--- config.mk ---
export PLATFORM = sky130hd
export DESIGN_NAME = alu_share_arbiter
export DESIGN_NICKNAME = d
export VERILOG_FILES = /design/src/rtl/alu_pkg.sv /design/src/rtl/rr_arb2.sv /design/src/rtl/alu_share_arbiter.sv
export SDC_FILE = /design/constraint.sdc
export NUM_CORES = 1
export LEC_CHECK = 0
export ABC_CLOCK_PERIOD_IN_PS = 3300
export CAP_MARGIN = 30
export CORE_AREA = 3 3 112 114
export CTS_BUF_LIST = sky130_fd_sc_hd__clkbuf_8
export CTS_CLUSTER_DIAMETER = 120
export DETAILED_ROUTE_END_ITERATION = 10
export DIE_AREA = 0 0 115 117
export PLACE_DENSITY = 0.73
export SLEW_MARGIN = 20
export SYNTH_ARGS = -nofsm -noshare
export SYNTH_HDL_FRONTEND = slang
export SYNTH_HIERARCHICAL = 1
export SYNTH_SLANG_ARGS = --single-unit
export TNS_END_PERCENT = 100
--- constraint.sdc ---
create_clock -name clk -period 3.3 [get_ports clk]
set_input_delay 0.495 -clock clk [delete_from_list [all_inputs] [get_ports clk]]
set_output_delay 0.495 -clock clk [all_outputs]
set_load 0.01 [all_outputs]
--- src/rtl/alu_pkg.sv ---
// Shared ALU definitions: operand width, function encodings and the legal-encoding check.
// Used by the ALU share arbiter and its round-robin sub-block.
package alu_pkg;

   localparam int ALU_W = 32;

   localparam logic [3:0] FN_AND  = 4'b0000;
   localparam logic [3:0] FN_OR   = 4'b0001;
   localparam logic [3:0] FN_XOR  = 4'b0010;
   localparam logic [3:0] FN_XNOR = 4'b0011;
   localparam logic [3:0] FN_ADD  = 4'b0100;
   localparam logic [3:0] FN_SUB  = 4'b1100;
   localparam logic [3:0] FN_SLT  = 4'b1101;
   localparam logic [3:0] FN_SLTU = 4'b0110;

   function automatic logic func_legal(input logic [3:0] func);
      case (func)
         FN_AND, FN_OR, FN_XOR, FN_XNOR,
         FN_ADD, FN_SUB, FN_SLT, FN_SLTU: return 1'b1;
         default:                         return 1'b0;
      endcase
   endfunction

endpackage

--- src/rtl/rr_arb2.sv ---
// Two-way round-robin arbiter. A lone requester always wins; on contention the
// priority pointer picks, and it moves to the other slot after every grant.
module rr_arb2 (
   input  logic       clk,
   input  logic       reset,
   input  logic [1:0] req,
   input  logic       en,
   output logic [1:0] gnt,
   output logic       prio
);

   logic prio_q;

   // NOTE: every output of a combinational block gets a default first, so no path leaves it unassigned and no latch is inferred.
   always_comb begin
      gnt = 2'b00;
      if (en) begin
         case (req)
            2'b01:   gnt = 2'b01;
            2'b10:   gnt = 2'b10;
            2'b11:   gnt = prio_q ? 2'b10 : 2'b01;
            default: gnt = 2'b00;
         endcase
      end
   end

   // NOTE: state registers use non-blocking assignments so every flop samples pre-edge values.
   always_ff @(posedge clk) begin
      if (reset) begin
         prio_q <= 1'b0;
      end else if (|gnt) begin
         // Granting slot 0 hands priority to slot 1 and vice versa.
         prio_q <= gnt[0];
      end
   end

   assign prio = prio_q;

endmodule

--- src/rtl/alu_share_arbiter.sv ---
// Shares one combinational ALU between two issue slots and registers the result toward writeback.
// Optional per-slot grant and stall counters are built when ALU_SHARE_PERF_EN is defined.
module alu_share_arbiter
   import alu_pkg::*;
#(
   parameter int WIDTH = ALU_W,
   parameter int TAG_W = 4
) (
   input  logic             clk,
   input  logic             reset,
   input  logic [1:0]       req_valid,
   output logic [1:0]       req_ready,
   input  logic [WIDTH-1:0] req_a0,
   input  logic [WIDTH-1:0] req_a1,
   input  logic [WIDTH-1:0] req_b0,
   input  logic [WIDTH-1:0] req_b1,
   input  logic [3:0]       req_func0,
   input  logic [3:0]       req_func1,
   input  logic [TAG_W-1:0] req_tag0,
   input  logic [TAG_W-1:0] req_tag1,
   output logic [WIDTH-1:0] alu_in1,
   output logic [WIDTH-1:0] alu_in2,
   output logic [3:0]       alu_func,
   input  logic [WIDTH-1:0] alu_out,
   output logic             res_valid,
   input  logic             res_ready,
   output logic [WIDTH-1:0] res_data,
   output logic [TAG_W-1:0] res_tag,
   output logic             res_src,
   output logic             res_err
`ifdef ALU_SHARE_PERF_EN
   ,
   output logic [31:0]      perf_grant0,
   output logic [31:0]      perf_grant1,
   output logic [31:0]      perf_stall
`endif
);

   logic       can_issue;
   logic [1:0] gnt;
   logic       prio;
   logic       sel;
   logic       xfer;
   logic       legal;

   assign can_issue = !res_valid || res_ready;

   rr_arb2 u_arb (
      .clk   (clk),
      .reset (reset),
      .req   (req_valid),
      .en    (can_issue && !reset),
      .gnt   (gnt),
      .prio  (prio)
   );

   assign req_ready = gnt;
   assign xfer      = |gnt;

   // Without a grant the ALU still sees a real slot (the priority one), never X.
   assign sel      = xfer ? gnt[1] : prio;
   assign alu_in1  = sel ? req_a1    : req_a0;
   assign alu_in2  = sel ? req_b1    : req_b0;
   assign alu_func = sel ? req_func1 : req_func0;
   assign legal    = func_legal(alu_func);

   always_ff @(posedge clk) begin
      if (reset) begin
         res_valid <= 1'b0;
         res_data  <= '0;
         res_tag   <= '0;
         res_src   <= 1'b0;
         res_err   <= 1'b0;
      end else if (xfer) begin
         res_valid <= 1'b1;
         res_data  <= legal ? alu_out : '0;
         res_tag   <= sel ? req_tag1 : req_tag0;
         res_src   <= sel;
         res_err   <= !legal;
      end else if (res_ready) begin
         res_valid <= 1'b0;
      end
   end

`ifdef ALU_SHARE_PERF_EN
   always_ff @(posedge clk) begin
      if (reset) begin
         perf_grant0 <= '0;
         perf_grant1 <= '0;
         perf_stall  <= '0;
      end else begin
         if (gnt[0]) perf_grant0 <= perf_grant0 + 32'd1;
         if (gnt[1]) perf_grant1 <= perf_grant1 + 32'd1;
         if ((|req_valid) && !xfer) perf_stall <= perf_stall + 32'd1;
      end
   end
`endif

endmodule
==> results.ini <==
[run_status]
status = complete, no violations

[worst_setup_path]
r2r_start = res_valid
start_kind = input pin
slowest_delay_ns = 0.50
crit_slowest_cell = clkdlybuf4s50_1
regToRegEndpoint = res_data[20]
crit_type = input pin to primary output
rrSetupSlack_ns = 1.09
cp.required_ns = 2.80
worstPathCellList = clkdlybuf4s50_1 -> nand2b_1 -> and2_4 -> nand2_1 -> a21oi_2 -> inv_2 -> a21oi_4 -> buf_6 -> mux2_2 -> clkdlybuf4s50_1
end_kind = primary output
cp_common_cell = clkdlybuf4s50_1
r2r_cells = 9
crit_fanout = 11
arrival_ns = 2.68

[detailed_routing]
routed-wl-met3_microns = 1470
vias_per_cell = 5.11
vias = 3758
drt-initial-drc-count = 306
highest_layer = met5
wl_met1_microns = 5640
first_pass_iters = 4
antenna_left = 0
routedWlPerCell_microns = 20.4
routed_wirelength_microns = 15000
drc_errors = 0
wl_met2_microns = 7680

[synthesis]
yosysTopAreaCellShare = 0.282
syn_inst = 314
synthArstFlopShare = 0
synth_flop_cell = dfxtp_1
synth_area_sq_um = 2840
synth_edf_count = 0
yosysMostFrequentCell = nand2_1
yosysSeqAreaShare = 0.282
synth_nets = 495
synth_seq_cells = 40
synth_area_leaders = dfxtp_1, mux2_2, o2111ai_1
avgSynthCellArea_sq_um = 9.03
synth_common_cells = nand2_1, mux2_2, dfxtp_1
yosysWarnings = 6
yosys.area.top_type = dfxtp_1
synth.distinct_cells = 27

[min_path]
min_delay_worst_endpoint = res_data[31]
hold_depth = 2
min_path_type = register to register
min_from = res_data[31]

[timing]
final_max_slew_viol_count = 0
setup_viol = 0
whs_ns = 0.479
finClkSkew_ns = 0.00529
hold_viol = 0
worst_pin_slew_ns = 0.770
fin_crit_ns = 3.18
setup_ws_ns = 0.121
timing.final.crit_share = 0.963
max_freq_mhz = 315
slew_headroom = 0.486

[floorplanning]
die_h_microns = 117
ios = 290
start_util = 0.246
coreArea_sq_um = 11500
die_w_microns = 115
dieArea_sq_um = 13500
std_cell_rows = 39

[power]
ir_drop_mv = 0.192
leakage_nw = 2.24
cellPowerDensity_nw_per_um2 = 289

[place]
gp_congestion = 0.768
dp_slack_ns = -0.175
port_buffers = 289
placed_cells = 722
dp_hpwl_microns = 11800

[final_layout]
nets = 772
antenna_cells = 0
final_cells = 735
layout-drive-gt1-share = 0.150
nFillCells = 1063
areaGrowthSynthToFinish_pct = 112
seq_area_sq_um = 801
multi_input_area_sq_um = 1870
post-route-util = 0.523

[clock_tree]
h-tree-depth = 2
path_clk_slew_ns = 0.07
postCtsHoldBufs = 0
cts_num_sinks = 40
cts_buffers = 5
cts_tree = done
worstSkewPairLatency_ns = 0.28
cts_buffer_depth = 2
cts_root_buffer = clkbuf_8

[global_route]
grt_remaining_overflow = 0
grt_max_degree = 46
grt_pass1_wl_microns = 21100
grt_antenna_before_repair = 4
grtUsageTotal = 0.200
grt_pass1_vias = 3758

[job]
timing.max_cap.violations = 0

## report_power, final
part / leakage [nW] / internal (mW) / switching [mW]
sequential: 0.326 / 0.508 / 0.0155
combinational: 1.85 / 0.463 / 0.314
clock: 0.0645 / 0.267 / 0.171
## cells by family after synthesis
family | synth area share
and+or+nand+nor | 0.119
buffers and inverters | 0.0728
DFF | 0.282
AOI/OAI and AO/OA | 0.226
muxes | 0.300
## worst max-delay path: cells and delay by family
family / cells / cell delay [ns]
compound gates: 2 / 0.32
mux: 1 / 0.34
simple gates: 3 / 0.33
buf+inv: 4 / 1.20
## sequential cells by signal (all words and copies together) (netlist names)
name / cells
res_data: 32
res_err: 1
res_src: 1
res_tag: 4
res_valid: 1
u_arb/prio: 1
## what timing repair did
| action | in CTS | in global routing |
|---|---|---|
| setup buffers | 3 | 1 |
| gates cloned | 1 | 0 |
| endpoints found under the setup margin | 67 | 14 |
| resized for setup | 58 | 10 |
## layer usage
| layer | track usage | vias to the layer above |
|---|---|---|
| met5 | 0 | - |
| li1 | - | 1767 |
| met3 | 0.0756 | 16 |
| met1 | 0.239 | 1786 |
| met4 | 0.0282 | 8 |
| met2 | 0.350 | 181 |
## through the flow
step / area [sq um] / setup TNS, ns / total power, mW
2_1_floorplan: 2840 / 0 / 0.831
3_3_place_gp: 5850 / -5.87 / 1.33
3_5_place_dp: 5870 / -7.30 / 1.35
4_1_cts: 5990 / 0 / 1.76
5_1_grt: 6020 / -0.000121 / 1.82
6_report: 6020 / 0 / 1.74
## how the worst max path moves through the flow
| stage | startpoint | endpoint | slack (ns) | cells after the start |
|---|---|---|---|---|
| finish | res_ready | alu_in2[12] | 0.12 | 10 |
| global route | res_ready | alu_in2[7] | -0.0001 | 10 |
| CTS | res_ready | alu_in1[31] | 0.007 | 11 |
| detailed placement | res_ready | alu_in1[24] | -0.18 | 10 |
| global placement | res_ready | alu_in1[24] | -0.16 | 10 |
| floorplan | reset | alu_func[0] | 0.31 | 11 |
## placed cells by master (no fill, tap or decap), drive strengths merged, types with 2 or more instances in the layout
cell,Yosys,layout
buf,15,18
mux2i,4,4
o2111ai,32,32
o311ai,32,32
mux2,72,72
nand2,66,66
inv,4,4
nand2b,2,2
a21oi,8,8
nor2,6,6
a31oi,3,3
dfxtp,40,40
clkdlybuf4s50,0,227
dlymetal6s2s,0,8
clkbuf,22,7
dlygate4sd2,0,54
## layout make-up
class	count	share of cell area
Inverter	4	0.00249
Multi-Input combinational cell	233	0.311
Tap cell	143	0.0297
Sequential cell	40	0.133
Timing Repair Buffer	307	0.503
Clock inverter	1	0.00499
Clock buffer	7	0.0160
(Power assumes the default switching activity.)
